<file path="config.mk">
export PLATFORM = sky130hd
export DESIGN_NAME = power_switch_sequencer
export DESIGN_NICKNAME = d
export VERILOG_FILES = /design/src/rtl/pwr_ctrl_pkg.sv /design/src/rtl/psw_delay_counter.sv /design/src/rtl/power_switch_sequencer.sv
export SDC_FILE = /design/constraint.sdc
export NUM_CORES = 1
export LEC_CHECK = 0
export BUFFER_PORTS_ARGS = -buffer_cell sky130_fd_sc_hd__buf_2
export CORE_UTILIZATION = 54
export DETAILED_ROUTE_END_ITERATION = 7
export PLACE_DENSITY = 0.79
export SYNTH_ARGS = -nofsm -noshare
export SYNTH_HDL_FRONTEND = slang
export SYNTH_SLANG_ARGS = --single-unit
</file>
<file path="constraint.sdc">
create_clock -name clock -period 2.3 [get_ports clock]
set_input_delay 0.23 -clock clock [delete_from_list [all_inputs] [get_ports clock]]
set_output_delay 0.23 -clock clock [all_outputs]
set_load 0.05 [all_outputs]
</file>
<file path="src/rtl/pwr_ctrl_pkg.sv">
// Shared definitions for the always-on power controller and its switch sequencers:
// state encoding, default delay/timeout constants and the stage-order convention.
package pwr_ctrl_pkg;

    // 3-bit state encoding shared by the controller and every sequencer instance
    localparam logic [2:0] ST_ON     = 3'd0;
    localparam logic [2:0] ST_PD_SEQ = 3'd1;
    localparam logic [2:0] ST_PD_ACK = 3'd2;
    localparam logic [2:0] ST_OFF    = 3'd3;
    localparam logic [2:0] ST_PU_SEQ = 3'd4;
    localparam logic [2:0] ST_PU_ACK = 3'd5;
    localparam logic [2:0] ST_ERR    = 3'd6;

    typedef enum logic [2:0] {
        S_ON     = ST_ON,
        S_PD_SEQ = ST_PD_SEQ,
        S_PD_ACK = ST_PD_ACK,
        S_OFF    = ST_OFF,
        S_PU_SEQ = ST_PU_SEQ,
        S_PU_ACK = ST_PU_ACK,
        S_ERR    = ST_ERR
    } psw_state_t;

    // Default sizing / timing
    localparam int DEF_NUM_STAGES = 4;
    localparam int DEF_DLY_W      = 8;
    localparam int DEF_TIMEOUT    = 255;

    // Stage order: stage 0 is the trickle switch, higher stages are hammer switches
    localparam int STG_TRICKLE = 0;

endpackage

</file>
<file path="src/rtl/psw_delay_counter.sv">
// Loadable down-counter with a zero flag; spaces the switch-enable stage steps.
module psw_delay_counter #(
    parameter int DLY_W = 8
) (
    input  logic             clock,
    input  logic             reset,
    input  logic             load,
    input  logic [DLY_W-1:0] load_val,
    input  logic             dec,
    output logic             zero
);

    logic [DLY_W-1:0] count_reg;

    // Load has priority; decrement saturates at zero
    always_ff @(posedge clock) begin
        if (reset) begin
            count_reg <= '0;
        end else if (load) begin
            count_reg <= load_val;
        end else if (dec && (count_reg != '0)) begin
            count_reg <= count_reg - DLY_W'(1);
        end
    end

    assign zero = (count_reg == '0);

endmodule

</file>
<file path="src/rtl/power_switch_sequencer.sv">
// Staged, daisy-chained power-switch sequencer for one switchable domain.
// Converts the controller's level shut-down request into a trickle-first power-up /
// trickle-last power-down enable sequence, then waits for the chain acknowledge.
// Optional feature macro: PSW_TIMEOUT_EN (ack-wait timeout with sticky error and ERR state).
module power_switch_sequencer
    import pwr_ctrl_pkg::*;
#(
    parameter int NUM_STAGES = DEF_NUM_STAGES,
    parameter int DLY_W      = DEF_DLY_W,
    parameter int TIMEOUT    = DEF_TIMEOUT
) (
    input  logic                  clock,
    input  logic                  reset,
    input  logic                  sd_req,
    input  logic [DLY_W-1:0]      cfg_trk_dly,
    input  logic [DLY_W-1:0]      cfg_stg_dly,
    input  logic                  sw_ack_in,
    input  logic                  err_clr,
    output logic [NUM_STAGES-1:0] sw_en,
    output logic                  pwr_good,
    output logic                  busy,
    output logic                  timeout_err
);

    localparam logic [NUM_STAGES-1:0] ALL_ON = '1;
    localparam bit SINGLE_STAGE = (NUM_STAGES == 1);

    psw_state_t            state_reg, state_next;
    logic [NUM_STAGES-1:0] sw_en_reg, sw_en_next;
    logic                  pwr_good_reg, pwr_good_next;
    logic                  busy_reg, busy_next;

    logic                  dly_load, dly_dec, dly_zero;
    logic [DLY_W-1:0]      dly_val;

    logic                  to_clr, to_inc, to_expired, err_enter, err_leave;

    logic [NUM_STAGES-1:0] clr_mask, set_mask, pd_step, pu_step;

    // Per-stage masks: highest enabled stage (next to drop) and lowest disabled stage (next to raise)
    for (genvar gi = 0; gi < NUM_STAGES; gi++) begin : g_stage
        assign clr_mask[gi] = sw_en_reg[gi] && ((sw_en_reg >> (gi + 1)) == '0);
        assign set_mask[gi] = !sw_en_reg[gi] && ((sw_en_reg | (ALL_ON << gi)) == ALL_ON);
    end

    assign pd_step = sw_en_reg & ~clr_mask;
    assign pu_step = sw_en_reg | set_mask;

    psw_delay_counter #(.DLY_W(DLY_W)) u_dly (
        .clock    (clock),
        .reset    (reset),
        .load     (dly_load),
        .load_val (dly_val),
        .dec      (dly_dec),
        .zero     (dly_zero)
    );

`ifdef PSW_TIMEOUT_EN
    localparam int TO_W = 16;
    logic [TO_W-1:0] to_cnt_reg;
    logic            timeout_err_reg;
    psw_state_t      err_from_reg;

    assign to_expired  = (to_cnt_reg == TO_W'(TIMEOUT - 1));
    assign timeout_err = timeout_err_reg;

    // Ack-wait cycle counter, sticky error flag and the ack state to resume after err_clr
    always_ff @(posedge clock) begin
        if (reset) begin
            to_cnt_reg      <= '0;
            timeout_err_reg <= 1'b0;
            err_from_reg    <= S_ON;
        end else begin
            if (to_clr) begin
                to_cnt_reg <= '0;
            end else if (to_inc) begin
                to_cnt_reg <= to_cnt_reg + TO_W'(1);
            end
            if (err_enter) begin
                timeout_err_reg <= 1'b1;
                err_from_reg    <= state_reg;
            end else if (err_leave) begin
                timeout_err_reg <= 1'b0;
            end
        end
    end
`else
    logic unused_ok;
    assign to_expired  = 1'b0;
    assign timeout_err = 1'b0;
    assign unused_ok   = err_clr ^ (TIMEOUT == 0) ^ to_clr ^ to_inc ^ err_enter ^ err_leave;
`endif

    // State and registered outputs; reset forces the domain on with no ramp
    always_ff @(posedge clock) begin
        if (reset) begin
            state_reg    <= S_ON;
            sw_en_reg    <= ALL_ON;
            pwr_good_reg <= 1'b1;
            busy_reg     <= 1'b0;
        end else begin
            state_reg    <= state_next;
            sw_en_reg    <= sw_en_next;
            pwr_good_reg <= pwr_good_next;
            busy_reg     <= busy_next;
        end
    end

    // Next-state, output and counter-control decode
    always_comb begin
        state_next    = state_reg;
        sw_en_next    = sw_en_reg;
        pwr_good_next = pwr_good_reg;
        busy_next     = busy_reg;
        dly_load      = 1'b0;
        dly_dec       = 1'b0;
        dly_val       = cfg_stg_dly;
        to_clr        = 1'b0;
        to_inc        = 1'b0;
        err_enter     = 1'b0;
        err_leave     = 1'b0;
        case (state_reg)
            S_ON: begin
                if (sd_req) begin
                    pwr_good_next = 1'b0;
                    busy_next     = 1'b1;
                    if (SINGLE_STAGE) begin
                        sw_en_next = '0;
                        state_next = S_PD_ACK;
                        to_clr     = 1'b1;
                    end else begin
                        dly_load   = 1'b1;
                        state_next = S_PD_SEQ;
                    end
                end
            end
            S_PD_SEQ: begin
                if (dly_zero) begin
                    sw_en_next = pd_step;
                    dly_load   = 1'b1;
                    if (pd_step == '0) begin
                        state_next = S_PD_ACK;
                        to_clr     = 1'b1;
                    end
                end else begin
                    dly_dec = 1'b1;
                end
            end
            S_PD_ACK: begin
                if (!sw_ack_in) begin
                    state_next = S_OFF;
                    busy_next  = 1'b0;
                end else if (to_expired) begin
                    state_next = S_ERR;
                    err_enter  = 1'b1;
                end else begin
                    to_inc = 1'b1;
                end
            end
            S_OFF: begin
                if (!sd_req) begin
                    sw_en_next[STG_TRICKLE] = 1'b1;
                    busy_next               = 1'b1;
                    if (SINGLE_STAGE) begin
                        state_next = S_PU_ACK;
                        to_clr     = 1'b1;
                    end else begin
                        dly_load   = 1'b1;
                        dly_val    = cfg_trk_dly;
                        state_next = S_PU_SEQ;
                    end
                end
            end
            S_PU_SEQ: begin
                if (dly_zero) begin
                    sw_en_next = pu_step;
                    dly_load   = 1'b1;
                    if (pu_step == ALL_ON) begin
                        state_next = S_PU_ACK;
                        to_clr     = 1'b1;
                    end
                end else begin
                    dly_dec = 1'b1;
                end
            end
            S_PU_ACK: begin
                if (sw_ack_in) begin
                    state_next    = S_ON;
                    pwr_good_next = 1'b1;
                    busy_next     = 1'b0;
                end else if (to_expired) begin
                    state_next = S_ERR;
                    err_enter  = 1'b1;
                end else begin
                    to_inc = 1'b1;
                end
            end
            S_ERR: begin
`ifdef PSW_TIMEOUT_EN
                if (err_clr) begin
                    state_next = err_from_reg;
                    to_clr     = 1'b1;
                    err_leave  = 1'b1;
                end
`else
                state_next    = S_ON;
                sw_en_next    = ALL_ON;
                pwr_good_next = 1'b1;
                busy_next     = 1'b0;
`endif
            end
            default: begin
                state_next    = S_ON;
                sw_en_next    = ALL_ON;
                pwr_good_next = 1'b1;
                busy_next     = 1'b0;
            end
        endcase
    end

    assign sw_en    = sw_en_reg;
    assign pwr_good = pwr_good_reg;
    assign busy     = busy_reg;

endmodule

</file>
# Word-level counts from Yosys, hierarchy flattened

Index checks and enable logic that the tools add are counted.

Add/subtract/negate cells: 1
Eq/ne operators: 16
Muxes and demuxes: 31
Bitwise logic cells: 7
Reductions and logical operators: 28

Operators with widths:

| kind                                              | count |
|---|---|
| two-way mux 8 bit                                 | 4 |
| two-way mux 3 bit                                 | 8 |
| case mux 3 bit (6 select lines)                   | 1 |
| zero test 4 bit                                   | 4 |
| inequality test 2 bit (second input constant)     | 8 |
| two-way mux 1 bit                                 | 11 |
| == test 3 bit (second input constant)             | 3 |
| case mux 3 bit (3 select lines)                   | 1 |
| zero test 8 bit                                   | 1 |
| two-way mux 4 bit                                 | 2 |
| AND reduction 8 bit                               | 1 |
| nonzero test 8 bit                                | 1 |
| OR reduction 4 bit                                | 2 |
| subtractor 8 x 1 -> 8 bit (second input constant) | 1 |
| logical AND 1 bit                                 | 7 |
| == test 3 x 2 -> 1 bit (second input constant)    | 2 |
| case mux 1 bit (3 select lines)                   | 2 |
| AND reduction 3 bit                               | 2 |
| case mux 1 bit (5 select lines)                   | 1 |
| AND reduction 5 bit                               | 1 |
| bitwise AND 4 bit                                 | 1 |
| == test 4 bit (second input constant)             | 1 |
| zero test 1 bit                                   | 4 |
| NOT 1 bit                                         | 4 |
| 10 further kinds                                  | 10 |

Bits in registers: 17
Output and inout bits: 7
Word-level logic and storage cells: 89

# Longest topological paths before layout

Gate-level depths: netlist of the first run.

Word-level depth: 8
Depth in mapped cells: 8

# Hierarchy

From an unflattened synthesis of the first run, not the netlist that was laid out.

Cell total of the unflattened synthesis: 156
Area total of the unflattened synthesis: 1282.5 um^2

Modules (own cells, without submodules):

| module                 | times used | cells each | area each (um^2) | seq. area each (um^2) |
|---|---|---|---|---|
| power_switch_sequencer | 1          | 97         | 767.0            | 180.2 |
| psw_delay_counter      | 1          | 59         | 515.5            | 160.2 |

# Least setup slack after synthesis of the first run

No wires, ideal clock.

Path type: register to register
Start point: reg sw_en_reg[2], in the netlist sw_en[2]
End point: reg state_reg[0]
Setup time: 132 ps
Data arrival time: 1623 ps
Data required time: 2168 ps
Setup slack: 544 ps
Stages on the path, launching flop included: 7
Path buffers: 1
Clock period less this slack: 1756 ps
Cell sequence: dfxtp_1 clkbuf_1 maj3_1 o21ai_0 nor3b_1 o41ai_1 a21oi_1

Word-level cells in the longest chain between the ends: 7
Elaborated cells on any way between the ends: 17
Those cells by class: eq/ne (4); bitwise (3); reduce/logical (10)

Ends and longest elaborated chain:

| item                                     | RTL line                      | text |
|---|---|---|
| start: declaration                       | power_switch_sequencer.sv:29  | `logic [NUM_STAGES-1:0] sw_en_reg, sw_en_next;` |
| start signal: assignment                 | power_switch_sequencer.sv:103 | `sw_en_reg <= sw_en_next;` |
| zero test 4 bit                          | power_switch_sequencer.sv:42  | `assign clr_mask[gi] = sw_en_reg[gi] && ((sw_en_reg >> (gi + 1)) == '0);` |
| logical AND 1 bit                        | power_switch_sequencer.sv:42  |  |
| NOT 4 bit                                | power_switch_sequencer.sv:46  | `assign pd_step = sw_en_reg & ~clr_mask;` |
| bitwise AND 4 bit                        | power_switch_sequencer.sv:46  |  |
| zero test 4 bit                          | power_switch_sequencer.sv:141 | `if (pd_step == '0) begin` |
| inequality test 2 bit (no source line)   | -                             |  |
| AND reduction 8 bit (no source line) (*) | -                             |  |
| end signal: assignment                   | power_switch_sequencer.sv:102 | `state_reg <= state_next;` |
| end: declaration                         | power_switch_sequencer.sv:28  | `psw_state_t state_reg, state_next;` |

Every way passes the cells marked *; elsewhere a longest branch is shown, timed or not.
A chain may end at the register's enable or synchronous reset.

# Worst setup path after layout of the first run

Start point: reg state_reg[0]
End point: reg state_reg[0]

Word-level cells in the longest chain between the ends: 3
Elaborated cells on any way between the ends: 16
Those cells by class: eq/ne (13); mux (1); reduce/logical (2)

Ends and longest elaborated chain:

| item                                   | RTL line                      | text |
|---|---|---|
| == test 3 bit (tied with other cells)  | power_switch_sequencer.sv:122 | `case (state_reg)` |
| inequality test 2 bit (no source line) | -                             |  |
| AND reduction 8 bit (no source line)   | -                             |  |

Several ways; a longest one is shown, not always the timed one.

==> impl_metrics.yaml, run 1 <==
pwr:
  switching_share_pct: 38.2
  peakVddDrop_mv: 0.396
  power.density_nw_per_um2: 605
  finalPower_uw: 879
  p_int_uw: 543
  p_seq_share_pct: 42.7
  pwr-share-clk_pct: 18.8
  pwr-share-comb_pct: 38.5
  power_switching_uw: 335
  leakage_nw: 0.544
timing:
  slew_headroom_pct: 51.4
  max_freq_mhz: 515
  worst_pin_slew_ps: 710
  finalSetupTns_ps: 0
  fin_skew_ps: 2.32
  hold_ws_ps: 270
  setup_violations: 0
  hold_viol_final: 0
  rsz0062_at_grt: "false"
  post-route-period-util_pct: 84.5
  setup_slack_ps: 357
  final_max_slew_viol_count: 0
  layout_min_cycle_time_ps: 1940
synthesis:
  async_flop_share_pct: 0
  ys.flop_type: "dfxtp_1"
  synth_top_area_share_pct: 26.3
  synthTopCellsByArea: "dfxtp_1 26%, a21oi_1 5.8%, mux2i_1 4.6%"
  syn_area_um2: 1290
  synth_area_leader_cell: "dfxtp_1"
  ys_warn_count: 0
  yosysUniqueCellTypes: 54
  synth_edf_count: 0
  ys_seq_area_share_pct: 26.3
  ys_ff_latch: 17
  netlist_instances: 166
  syn_avg_cell_area_um2: 7.80
  synth_nets: 189
critical_path:
  crit_fanout: 10
  critPathLaunchType: "flop"
  arrival_ps: 2170
  r2r_cells: 6
  cp-end-kind: "flop"
  critPathLaunch: "state_reg[0]$_SDFFE_PP0P_"
  cp.required_ps: 2520
  rrSetupSlack_ps: 360
  worstSetupPathType: "flop to flop"
  r2r_end: "state_reg[0]$_SDFFE_PP0P_"
  r2r_start: "state_reg[0]$_SDFFE_PP0P_"
clock_tree:
  cts_buffers: 3
  cts_tree: "yes"
  cts_sinks: 17
  cts_resized: 0
  cts_buffer_depth: 2
  clockRootBuffer: "clkbuf_4"
  h-tree-depth: 1
  clk_pin_slew_worst_paths_ps: 110
  hold_buffers: 0
  post_cts_buffers: 0
  clkLatencyLatePin_ps: 290
floorplanning:
  fp.dieH_um: 51.0
  core-area_um2: 2230
  die_w_um: 51.0
  ioPinCount: 28
  design.die.area_um2: 2600
  rows: 17
  start_util_pct: 58.0
cells_and_area:
  drive_gt1_share_pct: 20.9
  fin_area_um2: 1450
  antennaDiodeCount: 0
  finalNetCount: 211
  largest_reg_flops: 8
  synthToLayoutAreaGrowth_pct: 12.1
drt:
  vias: 1303
  viasPerCell: 6.06
  drc_errors: 0
  routed_wirelength_mm: 2.95
  drt_first_pass_iters: 4
  wl_per_cell_um: 13.7
  antenna_left: 0
  first_iter_violations: 26
worst_hold_path:
  hold-path-cell-count: 3
  holdPathEnd: "u_dly.count_reg[0]$_SDFFE_PP0P_"
  hold_start: "cfg_stg_dly[0]"
  min_path_type: "input port to flop"
place:
  portBuffers: 25
  placed_cell_area_um2: 1430
  hpwlAfterDp_mm: 2.11
  place.gp.congestion: 0.895
  dp_slack_ps: 384
grt:
  grt_pass1_wl_mm: 5.15
  grt_pass1_vias: 1212
  antenna_found_initial: 0
  grt_max_degree: 22
  grt_overflow_total: 0
  track_usage_pct: 26.2
job:
  maxCapViolCount: 0
outcome:
  status: "complete, no violations"
==> critical path, cell delays in order, from the launching register on <==
cell	delay [ps]
dfxtp_1	520
buf_4	220
nor2b_1	250
a2111oi_0	150
nor3_2	220
or3b_1	380
a21oi_1	150
==> routing by layer <==
layer,vias to the layer above,routed length [µm],track usage [%]
met3,4,119,4.17
met2,37,1520,45.4
met1,608,1270,30.4
met5,-,0,0
met4,0,41,13.9
li1,654,-,-
==> layout by cell type, fill, tap and decap left out, drive strengths merged, types with 4 or more instances in the layout <==
cell / Yosys / final
buf: 5 / 29
dfxtp: 17 / 17
a21oi: 15 / 15
nand2: 15 / 15
nor2: 12 / 12
o21ai: 10 / 10
a211oi: 7 / 7
mux2i: 6 / 6
nor3: 6 / 6
nand2b: 4 / 4
or3: 4 / 4
a31oi: 4 / 4
inv: 4 / 4
a21o: 4 / 4
nor3b: 4 / 4
clkbuf: 7 / 4
==> layout make-up <==
type                       instances  area, µm²
fill                             215        782
sequential                        17        340
inverter                           4       15.0
tap                               28       35.0
multi-input combinational        133        880
clock buffer                       4       26.3
timing repair buffer              29        155
==> kinds of logic after synthesis <==
family                   after synthesis  synth area share (%)
AO/OA/AOI/OAI                         53                  27.1
XOR/XNOR                               3                  2.03
adder cells (fa/ha/maj)                3                  2.71
buffers and inverters                 16                  5.80
flip-flops                            17                  26.3
multiplexers                           8                  6.38
other                                  1                 0.290
AND/OR/NAND/NOR                       65                  29.4
==> stage by stage <==
step | std cells | utilization, %
6_report | 215 | 65.0
3_3_place_gp | 211 | 63.8
5_1_grt | 215 | 65.0
3_5_place_dp | 211 | 63.8
2_1_floorplan | 166 | -
4_1_cts | 215 | 65.0
==> cell usage after synthesis, types with 2 or more instances <==
cell type / count
nand3_1: 2
nor2_1: 12
inv_1: 3
clkbuf_1: 7
nor2b_1: 3
nand2b_1: 4
dfxtp_1: 17
or3_1: 4
a2111oi_0: 2
ha_1: 2
nor3_1: 5
a211oi_1: 6
buf_2: 3
o21ai_0: 5
mux2i_1: 6
a21o_1: 3
nand2_1: 15
o21a_1: 2
nand3b_1: 3
xnor2_1: 3
nand4b_1: 2
o21ai_1: 5
nor3b_1: 3
a21oi_1: 15
or3b_1: 2
a31oi_1: 4
==> power by group through the flow <==
stage | sequential (mW) | combinational (mW) | clock [mW]
final | 0.375 | 0.338 | 0.165
after detailed placement | 0.382 | 0.338 | 0
after global placement | 0.380 | 0.328 | 0
after CTS | 0.375 | 0.340 | 0.172
after floorplan | 0.391 | 0.255 | 0
after global routing | 0.381 | 0.381 | 0.188
==> how the worst max path moves through the flow <==
stage / endpoint / slack [ps]
global placement: u_dly.count_reg[7]$_SDFFE_PP0P_ / 470
global route: state_reg[0]$_SDFFE_PP0P_ / 160
detailed placement: u_dly.count_reg[7]$_SDFFE_PP0P_ / 380
finish: state_reg[0]$_SDFFE_PP0P_ / 360
floorplan: state_reg[0]$_SDFFE_PP0P_ / 540
CTS: state_reg[0]$_SDFFE_PP0P_ / 360
(Power assumes the default switching activity.)
==> run 2: changes to the inputs <==
Settings changed: CORE_UTILIZATION 54 to 48, PLACE_DENSITY 0.79 to 0.75.
Clock period 2.3 ns to 1.6 ns, I/O delays scaled along.
==> run 2 against run 1 <==
The flow now finishes with violations (setup timing). Global-route usage is 2.0 points higher. Core utilization grew 9.5 points. Clock-buffer cell count fell by 1. Critical path depth is the same. Hold slack got worse by 100 ps. Cell count increased by 16%. First-iteration DRC count grew 81%. Critical endpoint is now sw_en[3]$_SDFFE_PP1P_.
==> impl_metrics.yaml, run 2 (synthesis results as in run 1) <==
clock_tree:
  hold_buffers: 0
  clk_pin_slew_worst_paths_ps: 120
  cts_buffers: 3
  cts_buffer_depth: 2
  clockRootBuffer: "clkbuf_4"
  cts_sinks: 17
  clkLatencyLatePin_ps: 310
  h-tree-depth: 1
  cts_tree: "yes"
critical_path:
  arrival_ps: 1950
  cp.required_ps: 1810
  r2r_end: "sw_en[3]$_SDFFE_PP1P_"
  cp-end-kind: "flop"
  r2r_cells: 6
  crit_fanout: 5
  rrSetupSlack_ps: -140
  max_stage_delay_ps: 400
  r2r_start: "u_dly.count_reg[1]$_SDFFE_PP0P_"
  cp_cell_sequence: "inv_2, ha_4, nor3b_4, nand2_1, or3_1, a21o_1"
  critPathLaunchType: "flop"
  slowest_stage: "or3_1"
  worstSetupPathType: "flop to flop"
cells_and_area:
  fill_cells: 191
  finalNetCount: 244
  seqCellArea_um2: 353
  mostFrequentLayoutCell: "buf_4"
  finish.utilization_pct: 74.5
  finalNonFillerCells: 250
  largest_reg_flops: 8
  mostFrequentLayoutCells: "31 x buf_4, 25 x buf_2, 15 x nand2_1, 14 x a21oi_1, 12 x nor2_1"
  synthToLayoutAreaGrowth_pct: 45.1
  antennaDiodeCount: 0
  multi_input_area_um2: 1030
  drive_gt1_share_pct: 43.2
timing:
  fin_skew_ps: 7.03
  max_freq_mhz: 576
  final_max_slew_viol_count: 0
  post-route-period-util_pct: 109
  setup_slack_ps: -137
  setup_violations: 11
  hold_viol_final: 0
  layout_min_cycle_time_ps: 1740
  rsz0062_at_grt: "true"
floorplanning:
  fp.dieH_um: 53.9
  start_util_pct: 51.3
  rows: 18
  design.die.area_um2: 2910
  core-area_um2: 2520
  ioPinCount: 28
  die_w_um: 53.9
place:
  hpwlAfterDp_mm: 2.50
  portBuffers: 25
  placed_cells: 236
  place.gp.congestion: 0.860
worst_hold_path:
  min_path_type: "input port to flop"
  hold-path-cell-count: 3
  hold_start: "cfg_stg_dly[0]"
  holdPathEnd: "u_dly.count_reg[0]$_SDFFE_PP0P_"
pwr:
  pwr-share-comb_pct: 52.2
  peakVddDrop_mv: 0.651
  switching_share_pct: 38.5
  power.density_nw_per_um2: 880
  p_int_mw: 1.02
  leakage_nw: 0.738
  pwr-share-clk_pct: 15.4
  p_seq_share_pct: 32.4
  power_switching_uw: 638
drt:
  wl_per_cell_um: 15.3
  antenna_left: 0
  drt_first_pass_iters: 4
  vias: 1490
  drc_errors: 0
  routed_wirelength_mm: 3.82
  first_iter_violations: 47
  viasPerCell: 5.96
grt:
  grt_max_degree: 18
  track_usage_pct: 28.1
  grt_pass1_vias: 1372
  grt_pass1_wl_mm: 5.82
  antenna_found_initial: 0
  grt_overflow_total: 0
outcome:
  violations: "setup timing"
  status: "finished, violations left"
job:
  maxCapViolCount: 0
==> run 2: critical path: cells and delay by family, from the launching register on <==
kind            cells  cell delay (ps)
simple gates        3              910
flops               1              350
compound gates      1              180
fa+ha+maj           1              130
buf+inv             1               80
==> run 2: timing repair <==
action | 4_1_cts | 5_1_grt
gates resized for setup | 18 | 17
setup buffers | 7 | 2
gates cloned | 1 | 0
setup endpoints to repair | 12 | 14
pin swaps | 17 | 11
==> run 2: per-layer routing <==
layer  up-vias  share of wire, %  GRT usage, %
met5         -                 0             0
li1        724                 -             -
met3         7               4.3          4.52
met2        52                53          53.5
met4         0               1.3          10.5
met1       707                42          30.5
==> run 2: final cells by class <==
class	instances	share of cell area, %
multi-input cells	134	54.9
repair buffers	61	22.0
flip-flops and latches	17	18.8
well taps	30	2.00
clock buffers	3	1.20
inverters	4	0.799
clock inverters	1	0.266
==> run 2: how the worst max path moves through the flow <==
stage / slack [ps] / from / depth (start not counted) / end
after floorplan: 0.3 / u_dly.count_reg[0]$_SDFFE_PP0P_ / 7 / u_dly.count_reg[3]$_SDFFE_PP0P_
final: -140 / u_dly.count_reg[1]$_SDFFE_PP0P_ / 6 / sw_en[3]$_SDFFE_PP1P_
after global placement: -90 / u_dly.count_reg[0]$_SDFFE_PP0P_ / 7 / u_dly.count_reg[2]$_SDFFE_PP0P_
after CTS: -80 / u_dly.count_reg[1]$_SDFFE_PP0P_ / 7 / state_reg[0]$_SDFFE_PP0P_
after detailed placement: -210 / u_dly.count_reg[0]$_SDFFE_PP0P_ / 7 / u_dly.count_reg[2]$_SDFFE_PP0P_
after global routing: -200 / u_dly.count_reg[1]$_SDFFE_PP0P_ / 6 / sw_en[3]$_SDFFE_PP1P_
==> run 2: through the flow <==
stage / hold slack, ps / worst slack (ps) / instance area, µm² / TNS (ps) / power, mW
floorplan: 386 / 0.270 / 1310 / 0 / 0.943
global placement: 501 / -88.0 / 1610 / -481 / 1.14
detailed placement: 514 / -208 / 1610 / -1220 / 1.16
CTS: 177 / -75.7 / 1780 / -500 / 1.55
global route: 173 / -205 / 1880 / -1980 / 1.75
finish: 170 / -137 / 1880 / -693 / 1.65
==> run 2: power by group through the flow <==
stage | combinational [mW] | clock [mW] | sequential, mW
2_1_floorplan | 0.376 | 0 | 0.568
3_3_place_gp | 0.603 | 0 | 0.533
3_5_place_dp | 0.627 | 0 | 0.538
4_1_cts | 0.763 | 0.254 | 0.534
5_1_grt | 0.936 | 0.275 | 0.543
6_report | 0.863 | 0.255 | 0.537
==> run 3: changes to the inputs <==
Settings changed: CORE_ASPECT_RATIO set to 1.1.
==> run 3 against run 2 <==
The flow still finishes with violations (setup timing). Clock power rose by 3%. Sequential share of layout area fell by 1.2 points. Register-to-register slack got worse by 20 ps. First-iteration DRC count rose by 17%. Clock skew barely moved. Global-route usage rose by 2.0 points. Total power rose by 5.6%. Via count rose by 8.3%. Highest routed layer unchanged.
==> impl_metrics.yaml, run 3 (synthesis results as in run 1) <==
outcome:
  violations: "setup timing"
  status: "finished, violations left"
cells_and_area:
  synthToLayoutAreaGrowth_pct: 55.4
  drive_gt1_share_pct: 47.7
  largest_reg_flops: 8
  mostFrequentLayoutCells: "45 x buf_4, 25 x buf_2, 14 x nand2_1, 12 x a21oi_1, 12 x nor2_1"
  finalNetCount: 259
  antennaDiodeCount: 0
  finish.utilization_pct: 79.8
  fin_area_um2: 2010
  fill_cells: 162
  mostFrequentLayoutCell: "buf_4"
floorplanning:
  ioPinCount: 28
  start_util_pct: 51.4
  design.die.area_um2: 2910
  die_w_um: 51.5
  rows: 19
  core-area_um2: 2520
  fp.dieH_um: 56.5
drt:
  wl_per_cell_um: 16.3
  vias: 1613
  antenna_left: 0
  first_iter_violations: 55
  routed_wirelength_mm: 4.35
  drt_first_pass_iters: 4
  drc_errors: 0
  viasPerCell: 6.06
grt:
  grt_pass1_wl_mm: 6.64
  track_usage_pct: 30.2
  antenna_found_initial: 0
  grt_max_degree: 18
  grt_pass1_vias: 1550
  grt_overflow_total: 0
timing:
  finalSetupTns_ps: -1330
  layout_min_cycle_time_ps: 1760
  setup_violations: 13
  final_max_slew_viol_count: 0
  setup_slack_ps: -160
  post-route-period-util_pct: 110
  hold_viol_final: 0
  fin_skew_ps: 6.66
  max_freq_mhz: 568
  rsz0062_at_grt: "true"
clock_tree:
  cts_sinks: 17
  cts_buffer_depth: 2
  h-tree-depth: 1
  clk_pin_slew_worst_paths_ps: 120
  cts_buffers: 3
  clkLatencyLatePin_ps: 320
  cts_tree: "yes"
  clockRootBuffer: "clkbuf_4"
  hold_buffers: 0
critical_path:
  critPathLaunchType: "flop"
  path_delay_family: "simple AND/OR/NAND/NOR gates"
  cp.required_ps: 1850
  arrival_ps: 2010
  slowest_stage: "or3b_1"
  max_stage_delay_ps: 380
  worstSetupPathType: "flop to flop"
  crit_fanout: 4
  cp-end-kind: "flop"
  path_buf_inv: 2
  cp_cell_sequence: "inv_2, ha_2, nor3b_4, buf_4, a211oi_4, nor3_2, or3b_1, a21oi_1"
place:
  placed_cell_area_um2: 1670
  hpwlAfterDp_mm: 2.59
  portBuffers: 25
  dp_slack_ps: -149
  place.gp.congestion: 0.871
job:
  maxCapViolCount: 0
worst_hold_path:
  min_path_type: "input port to flop"
pwr:
  leakage_nw: 0.817
  peakVddDrop_mv: 0.692
  power.density_nw_per_um2: 868
-- run 3: cell count changes in the layout (fill, tap and decap cells not counted), sizes merged --
cell / change
buf: +14
a21o: +1
-- run 3: power breakdown --
group	switching [mW]	internal (mW)	total [mW]
Combinational	0.457	0.493	0.950
Clock	0.169	0.0937	0.262
Sequential	0.0600	0.475	0.535
Total	0.686	1.06	1.75
-- run 3: stage by stage --
| stage | hold slack (ps) | cells | power [mW] |
|---|---|---|---|
| 2_1_floorplan | 386 | 166 | 0.943 |
| 3_3_place_gp | 504 | 245 | 1.17 |
| 3_5_place_dp | 518 | 245 | 1.19 |
| 4_1_cts | 182 | 259 | 1.60 |
| 5_1_grt | 194 | 266 | 1.84 |
| 6_report | 172 | 266 | 1.75 |
-- run 3: final cells by class --
class	count	area [µm²]	share of cell area, %
clock buffer	3	22.5	1.12
tap	31	38.8	1.93
inverter	4	15.0	0.746
sequential	17	354	17.6
multi-input combinational	135	1060	52.5
timing repair buffer	75	519	25.8
clock inverter	1	5.00	0.249
-- run 3: metal layers --
| metal | track usage (%) | share of wire [%] |
|---|---|---|
| met5 | 0 | 0 |
| met4 | 13.9 | 3.7 |
| met3 | 4.07 | 5.2 |
| met2 | 56.2 | 53 |
| met1 | 32.3 | 38 |
-- run 3: what timing repair did --
item	4_1_cts	5_1_grt
pin swaps	6	8
resized for setup	20	18
buffers inserted	8	7
endpoints found under the setup margin	13	14
gates cloned	2	0
-- run 3: path summary, 6_finish.rpt --
kind                              startpoint                              end  slack, ps  cells after the start
min reg2reg                busy$_SDFFE_PP0P_                busy$_SDFFE_PP0P_        560                      2
max          u_dly.count_reg[0]$_SDFFE_PP0P_        state_reg[0]$_SDFFE_PP0P_       -160                      8
max reg2reg  u_dly.count_reg[0]$_SDFFE_PP0P_        state_reg[0]$_SDFFE_PP0P_       -160                      8
min                           cfg_stg_dly[4]  u_dly.count_reg[4]$_SDFFE_PP0P_        170                      3
-- run 3: worst min-delay path, cell delays in order --
cell and delay [ps]:
buf_2 100, mux2i_1 110, a211oi_1 80
